$ cat src/rtl/mdu_sequencer_if.sv
// Handshake and datapath-control bundle between a requester/datapath (master)
// and the multiply/divide sequencer (slave).
interface mdu_sequencer_if #(
  parameter int PAR          = 32,
  parameter int OPCODE_WIDTH = 3
);
  localparam int CW = $clog2(PAR);

  logic                    start;
  logic [OPCODE_WIDTH-1:0] opCode;
  logic                    divisorZero;
  logic                    resultAck;
  logic                    ready;
  logic                    loadOperands;
  logic                    iterEn;
  logic                    lastIter;
  logic [CW-1:0]           iterCount;
  logic                    fixEn;
  logic [OPCODE_WIDTH-1:0] opCodeReg;
  logic                    divZeroSel;
  logic                    resultValid;

  modport master (
    output start, opCode, divisorZero, resultAck,
    input  ready, loadOperands, iterEn, lastIter, iterCount,
           fixEn, opCodeReg, divZeroSel, resultValid
  );

  modport slave (
    input  start, opCode, divisorZero, resultAck,
    output ready, loadOperands, iterEn, lastIter, iterCount,
           fixEn, opCodeReg, divZeroSel, resultValid
  );
endinterface

$ cat src/rtl/mdu_sequencer.sv
// Radix-2 multiply/divide control sequencer: IDLE -> LOAD -> CALC x PAR -> FIX -> DONE.
// Optional feature: define MDU_DIVZERO_BYPASS_EN to short-circuit division by zero.
module mdu_sequencer #(
  parameter int PAR          = 32,
  parameter int OPCODE_WIDTH = 3
) (
  input logic           clk,
  input logic           rst,
  mdu_sequencer_if.slave bus
);
  localparam int            CW   = $clog2(PAR);
  localparam logic [CW-1:0] LAST = CW'(PAR - 1);

  typedef enum logic [2:0] {IDLE, LOAD, CALC, FIX, DONE} state_t;

  state_t                  state, state_nxt;
  logic [CW-1:0]           iter_q;
  logic [OPCODE_WIDTH-1:0] op_q;
  logic                    bypass_q;
  logic                    take_bypass;

`ifdef MDU_DIVZERO_BYPASS_EN
  assign take_bypass = (state == LOAD) && op_q[2] && bus.divisorZero;
`else
  logic unused_divisor_zero;
  assign unused_divisor_zero = bus.divisorZero;
  assign take_bypass         = 1'b0;
`endif

  // NOTE: sequential state uses non-blocking assignments so every register
  // samples pre-edge values, independent of statement order.
  always_ff @(posedge clk) begin
    if (rst) begin
      state    <= IDLE;
      iter_q   <= '0;
      op_q     <= '0;
      bypass_q <= 1'b0;
    end else begin
      state <= state_nxt;
      if (state == IDLE && bus.start)
        op_q <= bus.opCode;
      if (state == LOAD)
        iter_q <= '0;
      else if (state == CALC)
        iter_q <= (iter_q == LAST) ? '0 : iter_q + 1'b1;
      if (state == LOAD)
        bypass_q <= take_bypass;
    end
  end

  // NOTE: every combinational output gets a default first so no path can
  // leave a signal unassigned and infer a latch.
  always_comb begin
    state_nxt = state;
    unique case (state)
      IDLE:    if (bus.start) state_nxt = LOAD;
      LOAD:    state_nxt = take_bypass ? DONE : CALC;
      CALC:    if (iter_q == LAST) state_nxt = FIX;
      FIX:     state_nxt = DONE;
      DONE:    if (bus.resultAck) state_nxt = IDLE;
      default: state_nxt = IDLE;
    endcase
  end

  // Moore outputs: decoded only from state, iteration index and latched flags.
  always_comb begin
    bus.ready        = (state == IDLE);
    bus.loadOperands = (state == LOAD);
    bus.iterEn       = (state == CALC);
    bus.lastIter     = (state == CALC) && (iter_q == LAST);
    bus.fixEn        = (state == FIX) && op_q[2] && !op_q[0];
    bus.resultValid  = (state == DONE);
    bus.divZeroSel   = (state == DONE) && bypass_q;
    bus.iterCount    = iter_q;
    bus.opCodeReg    = op_q;
  end
endmodule

$ cat src/flat_wrapper.sv
// flat-port wrapper written by rule: the top's interface ports become plain ports
module mdu_sequencer_flat 
#(
  parameter int PAR          = 32,
  parameter int OPCODE_WIDTH = 3
)
  (clk, rst, bus_start, bus_opCode, bus_divisorZero, bus_resultAck, bus_ready, bus_loadOperands, bus_iterEn, bus_lastIter, bus_iterCount, bus_fixEn, bus_opCodeReg, bus_divZeroSel, bus_resultValid);
  mdu_sequencer_if #(.PAR(PAR), .OPCODE_WIDTH(OPCODE_WIDTH)) bus_i ();
  input logic clk;
  input logic rst;
  input wire logic [$bits(bus_i.start)-1:0] bus_start;
  input wire logic [$bits(bus_i.opCode)-1:0] bus_opCode;
  input wire logic [$bits(bus_i.divisorZero)-1:0] bus_divisorZero;
  input wire logic [$bits(bus_i.resultAck)-1:0] bus_resultAck;
  output wire logic [$bits(bus_i.ready)-1:0] bus_ready;
  output wire logic [$bits(bus_i.loadOperands)-1:0] bus_loadOperands;
  output wire logic [$bits(bus_i.iterEn)-1:0] bus_iterEn;
  output wire logic [$bits(bus_i.lastIter)-1:0] bus_lastIter;
  output wire logic [$bits(bus_i.iterCount)-1:0] bus_iterCount;
  output wire logic [$bits(bus_i.fixEn)-1:0] bus_fixEn;
  output wire logic [$bits(bus_i.opCodeReg)-1:0] bus_opCodeReg;
  output wire logic [$bits(bus_i.divZeroSel)-1:0] bus_divZeroSel;
  output wire logic [$bits(bus_i.resultValid)-1:0] bus_resultValid;
  assign bus_i.start = bus_start;
  assign bus_i.opCode = bus_opCode;
  assign bus_i.divisorZero = bus_divisorZero;
  assign bus_i.resultAck = bus_resultAck;
  assign bus_ready = bus_i.ready;
  assign bus_loadOperands = bus_i.loadOperands;
  assign bus_iterEn = bus_i.iterEn;
  assign bus_lastIter = bus_i.lastIter;
  assign bus_iterCount = bus_i.iterCount;
  assign bus_fixEn = bus_i.fixEn;
  assign bus_opCodeReg = bus_i.opCodeReg;
  assign bus_divZeroSel = bus_i.divZeroSel;
  assign bus_resultValid = bus_i.resultValid;
  mdu_sequencer #(.PAR(PAR), .OPCODE_WIDTH(OPCODE_WIDTH)) u_core (.clk(clk), .rst(rst), .bus(bus_i));
endmodule
$ cat config.mk
export PLATFORM = sky130hd
export DESIGN_NAME = mdu_sequencer_flat
export DESIGN_NICKNAME = d
export VERILOG_FILES = /design/src/rtl/mdu_sequencer_if.sv /design/src/rtl/mdu_sequencer.sv /design/src/flat_wrapper.sv
export SDC_FILE = /design/constraint.sdc
export NUM_CORES = 1
export LEC_CHECK = 0
export CAP_MARGIN = 20
export CORE_MARGIN = 1
export CORE_UTILIZATION = 35
export CTS_CLUSTER_DIAMETER = 80
export DETAILED_ROUTE_END_ITERATION = 16
export PLACE_DENSITY = 0.71
export SLEW_MARGIN = 20
export SYNTH_ARGS = -nofsm -noshare
export SYNTH_HDL_FRONTEND = slang
export SYNTH_SLANG_ARGS = --single-unit
$ cat constraint.sdc
create_clock -name clk -period 1.7 [get_ports clk]
set_input_delay 0.17 -clock clk [delete_from_list [all_inputs] [get_ports clk]]
set_output_delay 0.17 -clock clk [all_outputs]
set_load 0.02 [all_outputs]
==> results of run 1 <==
how the worst max path moves through the flow:
stage                                  from                       to  slack [ns]  cells after the start
floorplan           u_core.bus.iterCount[1]  u_core.bus.iterCount[2]       0.002                      5
global placement    u_core.bus.iterCount[0]             bus_lastIter       -0.04                      5
detailed placement  u_core.bus.iterCount[1]             bus_lastIter       -0.05                      5
CTS                 u_core.bus.iterCount[0]  u_core.bus.iterCount[2]       0.009                      6
global route        u_core.bus.iterCount[0]  u_core.bus.iterCount[2]       -0.05                      6
finish              u_core.bus.iterCount[0]  u_core.bus.iterCount[2]       0.002                      6
registers in the layout, summed over array words and instances (netlist names):
name and flops:
u_core.bus.iterCount 5, u_core.bus.opCodeReg 3, u_core.state 3
cell families (layout without fill, tap and decap cells):
| group | after synthesis | after routing | synth area share (%) |
|---|---|---|---|
| other | 1 | 1 | 0.709 |
| AO/OA/AOI/OAI | 9 | 9 | 8.75 |
| buffers and inverters | 4 | 40 | 4.49 |
| adder cells (fa/ha/maj) | 3 | 3 | 7.09 |
| AND/OR/NAND/NOR | 27 | 27 | 29.8 |
| multiplexers | 4 | 4 | 7.57 |
| flip-flops | 11 | 11 | 41.6 |
area by class of cell:
type	count	area share, %
timing repair buffer	35	34.3
tap	15	2.14
sequential	11	25.4
inverter	1	0.427
clock buffer	4	2.99
multi-input combinational	44	34.8
Yosys cell counts (2+ instances only):
cell and n:
nand3b_1 2, nand2_1 4, nor3b_1 3, o21ai_0 2, mux2i_1 4, buf_4 2
dfxtp_1 11, ha_1 3, a21oi_1 6, nor2_1 6
metrics by stage:
stage                     TNS (ns)  instance area (µm²)  std cells  util, %  hold slack [ns]
after global routing       -0.0480                  878        110     65.1            0.526
final                            0                  878        110     65.1            0.503
after CTS                        0                  865        110     64.0            0.502
after global placement     -0.0481                  842        106     62.4            0.481
after detailed placement   -0.0854                  842        106     62.4            0.489
after floorplan                  0                  531         59        -            0.239
power by group through the flow:
stage | combinational, µW | clock [µW] | sequential [µW]
floorplan | 53.6 | 0 | 291
global placement | 129 | 0 | 281
detailed placement | 131 | 0 | 281
CTS | 126 | 194 | 275
global route | 137 | 198 | 278
finish | 125 | 183 | 276
tightest hold or removal path: stages (launching register included):
cell     delay (ns)
dfxtp_1        0.34
nand2_1        0.06
a21oi_1        0.05
layer usage:
layer / wire length, µm / vias up / GRT usage (%)
met4: 8 / 0 / 12.5
met1: 559 / 246 / 20.2
met2: 603 / 18 / 30.5
met3: 52 / 2 / 3.26
met5: 0 / - / 0
li1: - / 281 / -
what timing repair did:
item / in CTS / in global routing
hold endpoints to repair: 0 / 0
gates cloned: 0 / 0
pin swaps: 0 / 3
endpoints found under the setup margin: 8 / 2
gates resized for setup: 11 / 3
==> results by group, run 1 <==
Run status
  • Status: completed

Layout
  • Area occupied by multi-input gates: 305 µm²
  • Storage element area: around 220 µm²
  • # fillers: around 130
  • Final nets: roughly 110
  • Commonest cells after routing, fill and taps aside: buf_4, clkdlybuf4s50_1, dfxtp_1, nor2_1, a21oi_1
  • Antenna diodes: 0
  • Layout cells sized above 1: a little over a quarter
  • Commonest non-fill, non-tap cell in the layout: buf_4
  • Layout area overhead: 66.0%

Yosys
  • Synth top area share: 41.6%
  • EDFF count, synth: 0
  • Synth Warn #: 0
  • Cell count after synthesis: 59
  • Ranking of synthesized cells by area: dfxtp_1, mux2i_1, ha_1, a21oi_1, nor2_1
  • Async set or reset register ratio after synthesis: 0%
  • FF+latch count, synth: 11
  • Yosys cell types: 26
  • Top FF cell, synth: dfxtp_1
  • Sequential-to-total area share from yosys stat: 41.6%
  • Synth Cell Area: approximately 530 µm²
  • Syn nets: 70
  • Yosys top cell by area: dfxtp_1
  • Syn avg cell area: 8.97 µm²

Floorplanning
  • Io pins: 23
  • Die area: around 1700 µm²
  • Die X: around 41 µm
  • Die H: between 40 and 50 µm
  • Core box area: around 1400 µm²
  • # rows: 13
  • Starting Density: between 30% and 40%

Worst setup path
  • Worst path max stage delay: 0.53 ns
  • Worst Setup Start Kind: register
  • Worst EP arrival: roughly 1.9 ns
  • CP required: ~1.9 ns
  • CP top delay family: simple AND/OR/NAND/NOR gates
  • FF-to-FF path depth: 6
  • Reg2reg end: u_core.bus.iterCount[2]
  • Setup Crit Path Kind: register to register
  • R2R Setup Slk: around 0.0021 ns
  • CP Cell Sequence: ha_4 > and3_4 > buf_4 > ha_2 > or4b_1 > a21oi_1
  • Critical Path End Type: register
  • Critical path peak fanout: 2
  • Slowest CP cell: or4b_1
  • Worst Path Buf+Inv: 1
  • Launching point of the worst reg2reg path: u_core.bus.iterCount[0]

Timing
  • Worst setup margin: 0.00213 ns
  • Minimum clock period after layout: 1.70 ns
  • Final Skew: 0.00810 ns
  • Max Transition Viols Final: 0
  • Final Hold Violating Endpoints: 0
  • Final setup vio count: 0
  • Max Freq: 0.589 GHz
  • Final Cycle Share: 99.9%

GRT
  • Global-route wire length before repair: just under 2000 µm
  • Largest net degree at the start of global routing: 9
  • Initial antenna violation count: 0
  • Grt total ovfl: 0
  • Aggregate global-route resource usage: approximately 18%
  • Vias in the first global route: 502

Detailed routing
  • DR pass1 iterations: 4
  • Wire per inst: ~11 µm
  • Via count: around 550
  • DRC violations left: 0
  • Antenna viol nets, final: 0
  • DRT iter0 DRCs: 7
  • Routed wire length: roughly 1200 µm
  • Vias per cell: between 4 and 5

Clock tree
  • Num CTS Buffers: 3
  • Post-CTS setup buffers: 0
  • Clock slew at reported path FFs: ~0.080 ns
  • Clock tree root driver cell: clkbuf_4
  • CTS tree: yes
  • H-tree depth: 1
  • CTS Buffer Depth: 2
  • Skew-Pair Late Insertion Delay: about 0.27 ns
  • Clock sink total: 11
  • Hold buffer count at cts: 0

Worst hold path
  • Hold path start: u_core.bus.iterCount[4]
  • HP Class: register to register
  • Worst min-delay path endpoint: u_core.bus.iterCount[4]
  • Hold depth: 2

Placement
  • GP Congestion: just over 0.7
  • Setup WS pre-CTS: -0.0498 ns
  • Hpwl dp: around 900 µm
  • Port Buffer Count: 20

Flow run
  • MaxCap Viol Count: 0

Power
  • Sw Share: between 20% and 30%
  • Share of total power in the clock network: between 30 and 40%
  • Peak supply drop: roughly 0.33 mV
  • Part of the power in registers: 47.2%
  • Internal Power: 426 µW
  • Static leakage: approximately 0.00038 µW
  • Power per cell area: roughly 670 nW/µm²
  • Pwr Total: 585 µW
  • Comb power frac: approximately a fifth
  • Switching pwr: around 160 µW
Power figures use the tool's default switching activity.
==> run 2, diff against run 1 <==
--- a/config.mk
+++ b/config.mk
@@ -9,6 +9,7 @@
 export CORE_MARGIN = 1
 export CORE_UTILIZATION = 35
 export CTS_CLUSTER_DIAMETER = 80
+export CTS_CLUSTER_SIZE = 10
 export DETAILED_ROUTE_END_ITERATION = 16
 export PLACE_DENSITY = 0.71
 export SLEW_MARGIN = 20
==> results of run 2 <==
Same layout as run 1: the final DEF is identical, and so are final timing and power.
